<file path="config.mk">
export PLATFORM = sky130hd
export DESIGN_NAME = alu_instr_encoder
export DESIGN_NICKNAME = d
export VERILOG_FILES = /design/src/rtl/alu_instr_encoder.sv
export SDC_FILE = /design/constraint.sdc
export NUM_CORES = 1
export LEC_CHECK = 0
export CORE_MARGIN = 1
export CORE_UTILIZATION = 51
export CTS_BUF_LIST = sky130_fd_sc_hd__clkbuf_4
export DETAILED_ROUTE_END_ITERATION = 7
export HOLD_SLACK_MARGIN = 0.05
export PLACE_DENSITY_LB_ADDON = 0.15
export SYNTH_ARGS = -nofsm -noshare
export SYNTH_HDL_FRONTEND = slang
export SYNTH_SLANG_ARGS = --single-unit
</file>
<file path="constraint.sdc">
create_clock -name clk -period 3 [get_ports clk]
set_input_delay 0.6 -clock clk [delete_from_list [all_inputs] [get_ports clk]]
set_output_delay 0.6 -clock clk [all_outputs]
set_load 0.05 [all_outputs]
</file>
<file path="src/rtl/alu_instr_encoder.sv">
// alu_instr_encoder: turns ALUControl requests into RV32I R/I-type words and
// writes them sequentially into instruction memory.
module alu_instr_encoder #(
  parameter logic [31:0] BASE_ADDR = 32'h0,
  parameter int          DEPTH     = 64
) (
  input  logic                         clk,
  input  logic                         rst,
  input  logic                         clear,
  input  logic                         req_valid,
  output logic                         req_ready,
  input  logic [2:0]                   req_alu_ctrl,
  input  logic                         req_imm_sel,
  input  logic [4:0]                   req_rd,
  input  logic [4:0]                   req_rs1,
  input  logic [4:0]                   req_rs2,
  input  logic [11:0]                  req_imm,
  output logic                         mem_we,
  output logic [31:0]                  mem_addr,
  output logic [31:0]                  mem_wdata,
  input  logic                         mem_ready,
  output logic [$clog2(DEPTH+1)-1:0]   instr_count,
  output logic                         full,
  output logic                         err_illegal
);
  localparam int CW = $clog2(DEPTH+1);
  typedef enum logic [1:0] {S_IDLE, S_WRITE, S_FULL} state_t;
  state_t        state_q, state_d;
  logic [31:0]   addr_q, addr_d, wdata_q, wdata_d, enc;
  logic [CW-1:0] count_q, count_d;
  logic          err_q, err_d, is_sub, illegal;
  logic [2:0]    f3;
  assign is_sub  = req_alu_ctrl == 3'b001;
  assign illegal = req_alu_ctrl == 3'b100 || req_alu_ctrl[2:1] == 2'b11 || (is_sub && req_imm_sel);
  assign f3 = (req_alu_ctrl == 3'b101) ? 3'b010 :
              (req_alu_ctrl == 3'b011) ? 3'b110 :
              (req_alu_ctrl == 3'b010) ? 3'b111 : 3'b000;
  assign enc = req_imm_sel ? {req_imm, req_rs1, f3, req_rd, 7'b0010011}
                           : {is_sub ? 7'b0100000 : 7'b0000000, req_rs2, req_rs1, f3, req_rd, 7'b0110011};
  always_ff @(posedge clk or negedge rst) begin
    if (!rst) begin
      state_q <= S_IDLE;
      addr_q  <= BASE_ADDR;
      wdata_q <= '0;
      count_q <= '0;
      err_q   <= 1'b0;
    end else begin
      state_q <= state_d;
      addr_q  <= addr_d;
      wdata_q <= wdata_d;
      count_q <= count_d;
      err_q   <= err_d;
    end
  end
  // clear outranks both acceptance and write completion
  always_comb begin
    state_d = state_q;
    addr_d  = addr_q;
    wdata_d = wdata_q;
    count_d = count_q;
    err_d   = err_q;
    if (clear) begin
      state_d = S_IDLE;
      addr_d  = BASE_ADDR;
      count_d = '0;
      err_d   = 1'b0;
    end else if (state_q == S_IDLE && req_valid) begin
      err_d   = err_q | illegal;
      state_d = illegal ? S_IDLE : S_WRITE;
      wdata_d = illegal ? wdata_q : enc;
    end else if (state_q == S_WRITE && mem_ready) begin
      addr_d  = addr_q + 32'd4;
      count_d = count_q + CW'(1);
      state_d = (count_q == CW'(DEPTH-1)) ? S_FULL : S_IDLE;
    end
  end
  always_comb begin
    req_ready   = rst && !clear && state_q == S_IDLE;
    mem_we      = state_q == S_WRITE;
    full        = state_q == S_FULL;
    mem_addr    = addr_q;
    mem_wdata   = wdata_q;
    instr_count = count_q;
    err_illegal = err_q;
  end
endmodule
</file>
Word-level counts from Yosys, hierarchy flattened
Cells that the tools add are included.
{"block": "totals", "reg_bits": 74, "latch_bits": 0, "ram_bits": 0, "romBits": 0, "out_inout_bits": 75, "n_memories": 0}
{"block": "classes", "addsub": 2, "mul": 0, "div_mod_pow": 0, "order_cmp": 0, "eq_ne": 10, "n_shift": 0, "mux": 18, "n_bitwise": 3, "n_reduce_logical": 14}
{"op": "32-bit two-way mux", "n": 4}
{"op": "32-bit by 3-bit adder with 32-bit output (second input constant)", "n": 1}
{"op": "7-bit two-way mux", "n": 3}
{"op": "3-bit two-way mux", "n": 3}
{"op": "2-bit two-way mux", "n": 4}
{"op": "7-bit by 1-bit adder with 7-bit output (second input constant)", "n": 1}
{"op": "7-bit by 6-bit == test with 1-bit output (second input constant)", "n": 1}
{"op": "3-bit by 2-bit == test with 1-bit output (second input constant)", "n": 2}
{"op": "3-bit == test (second input constant)", "n": 2}
{"op": "6-bit two-way mux", "n": 1}
{"op": "1-bit logical AND", "n": 5}
{"op": "2-bit == test (second input constant)", "n": 2}
{"op": "2-bit nonzero test", "n": 2}
{"op": "3-bit by 1-bit == test with 1-bit output (second input constant)", "n": 1}
{"op": "1-bit two-way mux", "n": 3}
{"op": "3-bit AND reduction", "n": 1}
{"op": "3-bit nonzero test", "n": 1}
{"op": "2-bit by 1-bit == test with 1-bit output (second input constant)", "n": 1}
{"op": "2-bit zero test", "n": 1}
{"op": "1-bit logical OR", "n": 2}
{"op": "2-bit != test (second input constant)", "n": 1}
{"op": "1-bit NOT", "n": 2}
{"op": "2-bit AND reduction", "n": 1}
{"op": "1-bit zero test", "n": 1}
{"op": "1-bit bitwise OR", "n": 1}

Depth between registers and ports, before layout
{"block": "logic_depth", "word_depth": 6, "mapped_depth": 7, "depth_no_buf": 5}

Worst setup path after synthesis
Ideal clock, no wire load.
{"block": "synth_path", "path_kind": "input -> output", "from": "in clear", "to": "out req_ready", "arrival_time_ns": 2.667, "t_required_ns": 2.400, "slack_ns": -0.267, "stages": 3, "path_buffers": 2, "path_cell_list": "clkbuf_1 -> clkbuf_1 -> nor4b_1"}
{"block": "synth_via", "elab_chain_len": 3}
{"item": "start, declared", "line_no": "9", "source": "input logic clear,"}
{"item": "1-bit zero test", "line_no": "78", "source": "req_ready = rst && !clear && state_q == S_IDLE;"}
{"item": "1-bit logical AND (2 in series)", "line_no": "78"}
{"item": "end, declared", "line_no": "11", "source": "output logic req_ready,"}
No other way between the ends.

Worst setup path after layout
{"block": "layout_path", "from": "reg state_q[0]", "to": "out mem_we"}
{"block": "layout_via", "elab_chain_len": 1}
{"item": "start, declared", "line_no": "28", "source": "state_t state_q, state_d;"}
{"item": "start signal, assigned", "line_no": "48", "source": "state_q <= state_d;"}
{"item": "2-bit by 1-bit == test with 1-bit output", "line_no": "79", "source": "mem_we = state_q == S_WRITE;"}
{"item": "end, declared", "line_no": "18", "source": "output logic mem_we,"}
No other way between the ends.

==> impl_metrics.tcl <==
set metrics [dict create \
    ant_nets 0 \
    path_delay_family "buffers and inverters" \
    dieArea_sq_um 6730 \
    final_nets 490 \
    required_ns 2.40 \
    detail_route.drc_violations 0 \
    area_growth_pct 37.1 \
    fin_setup_tns_ns 0 \
    status "completed" \
    clk_pin_slew_ns 0.11 \
    drtIter0Drc 118 \
    crit_chain "inv_1 > nor2_1 > clkdlybuf4s50_1" \
    diodes 0 \
    layout-drive-gt1-share_pct 7.00 \
    synth_top_area_share_pct 51.3 \
    min_path_type "primary input to asynchronous set/reset pin" \
    grt_pass1_wl_um 12900 \
    powerDensity_nw_per_um2 491 \
    tightest_slew_ns 0.838 \
    finalCritPeriodShare_pct 82.3 \
    num_vias 2923 \
    synth.largest_area_cell "dfrtp_1" \
    synth-seq-cells 67 \
    cts.sinks 67 \
    path_buf_inv 2 \
    relSlewSlack_pct 44.1 \
    antenna_found_initial 0 \
    io_buffers 105 \
    cts_root_buf "clkbuf_4" \
    hold_buffers 0 \
    clock_skew_ns 0.00896 \
    vias_per_cell 5.49 \
    htreeDepth 3 \
    num_rows 28 \
    synthArstFlopShare_pct 100 \
    syn_area_per_cell_sq_um 9.34 \
    initial_utilization_pct 53.9 \
    fmax_ghz 0.405 \
    critPathMaxStageDelay_ns 0.80 \
    crit_slowest_cell "clkdlybuf4s50_1" \
    rsz0062_at_grt "no" \
    worst_setup_path_start_kind "register" \
    grt_pass1_vias 2804 \
    setup_violations 0 \
    synthesis.area_sq_um 3270 \
    p_leak_nw 1.93 \
    fp.dieW_um 82.1 \
    drt-total-wl_um 7670 \
    synthFlopType "dfrtp_1" \
    syn_inst 350 \
    ir_drop_mv 0.483 \
    setup_slack_ns 0.531 \
    yosys-top-cells-count "dfrtp_1, nand2_1, nor2_1" \
    finalHoldViolCount 0 \
    path_class "register to output pin" \
    cp.arrival_ns 1.87 \
    clockBufferDepth 2 \
    end_kind "output pin" \
    insertion_delay_ns 0.41 \
    globalRoute.totalOverflow 0 \
    cts_resized 0 \
    io_pins 111 \
    synth_cell_types 40 \
    crit_path_max_fanout 5 \
    drtPass1Iterations 4 \
    grt_use_total_pct 25.5 \
    cts_buffers 9 \
    gp_congestion 0.802 \
    cap_violations 0 \
    postCtsSetupRepairBufs 0 \
    ys_warn_count 0 \
    yosysSeqAreaShare_pct 51.3 \
    core-area_sq_um 6060 \
    die_h_um 82.1 \
    tritoncts "done" \
    synth.area.top_cells "dfrtp_1, nand2_1, xor2_1, o31ai_1, nand4_1" \
    synth_edf_count 0 \
    pre_cts_slack_ns 0.407 \
    fin_crit_ns 2.47 \
    wire_per_inst_um 14.4 \
    grt_max_degree 68 \
    hpwl_um 5390 \
    slew_violations 0 \
]
cell families (layout without fill, tap and decap cells):
kind of cell,count (synthesis),count (layout),share of synthesized area [%]
other,1,5,0.115
adder cells (fa/ha/maj),2,2,0.765
XOR/XNOR,15,15,4.02
buffers and inverters,34,137,4.90
flip-flops,67,67,51.3
AO/OA/AOI/OAI,57,57,10.8
AND/OR/NAND/NOR,166,166,25.6
multiplexers,8,8,2.49
where the power goes:
group          internal (W)  total (W)  switching, W
registers          0.000982    0.00103     0.0000457
logic              0.000225   0.000671      0.000446
clock network      0.000191   0.000503      0.000312
total               0.00140    0.00220      0.000804
stage by stage:
stage	area [sq um]	instances	util, %	power, W	hold slack, ns
2_1_floorplan	3290	354	-	0.00146	0.304
3_3_place_gp	4370	516	72.2	0.00171	0.448
3_5_place_dp	4370	516	72.2	0.00172	0.456
4_1_cts	4480	532	73.9	0.00222	0.417
5_1_grt	4480	532	73.9	0.00231	0.439
6_report	4480	532	73.9	0.00220	0.382
worst paths after layout:
path	slack [ns]	start	cells after the start	end
worst min-delay path	0.38	rst	2	mem_addr[25]$_DFFE_PN0P_
worst max-delay path	0.53	state_q[0]$_DFFE_PN0P_	3	mem_we
worst max register to register	1.02	mem_addr[26]$_DFFE_PN0P_	4	mem_addr[31]$_DFFE_PN0P_
min in group clk	0.48	mem_wdata[31]$_DFFE_PN0P_	2	mem_wdata[31]$_DFFE_PN0P_
max in group asynchronous	2.06	rst	2	mem_addr[6]$_DFFE_PN0P_
worst min register to register	0.48	mem_wdata[31]$_DFFE_PN0P_	2	mem_wdata[31]$_DFFE_PN0P_
cell type report:
class | instances | area, sq um
Clock buffer | 12 | 90.1
Clock inverter | 4 | 17.5
Fill cell | 467 | 1580
Inverter | 7 | 26.3
Multi-Input combinational cell | 253 | 1450
Sequential cell | 67 | 1680
Tap cell | 75 | 93.8
Timing Repair Buffer | 114 | 1120
layer usage:
layer	track usage (%)	routed length, um
met3	9.00	634
met1	32.1	3350
met5	0	0
met2	40.2	3580
met4	9.47	109
flip-flops by register name, summed over array words and instances (netlist names):
| register | count |
|---|---|
| mem_wdata | 27 |
| mem_addr | 30 |
| state_q | 2 |
| instr_count | 7 |
| err_illegal | 1 |
placed cells by master, fill, tap and decap left out, types with 9 or more instances in the layout:
cell type | synthesis | layout
buf_4 | 7 | 9
a21oi_1 | 18 | 18
clkbuf_4 | 0 | 12
nand3_1 | 13 | 13
dfrtp_1 | 67 | 67
nor2_1 | 25 | 25
nand4_1 | 16 | 16
xor2_1 | 13 | 13
or4_1 | 13 | 13
nand2_1 | 67 | 67
o31ai_1 | 14 | 14
o21ai_0 | 16 | 16
clkdlybuf4s50_1 | 0 | 103
Power figures use the tool's default switching activity.
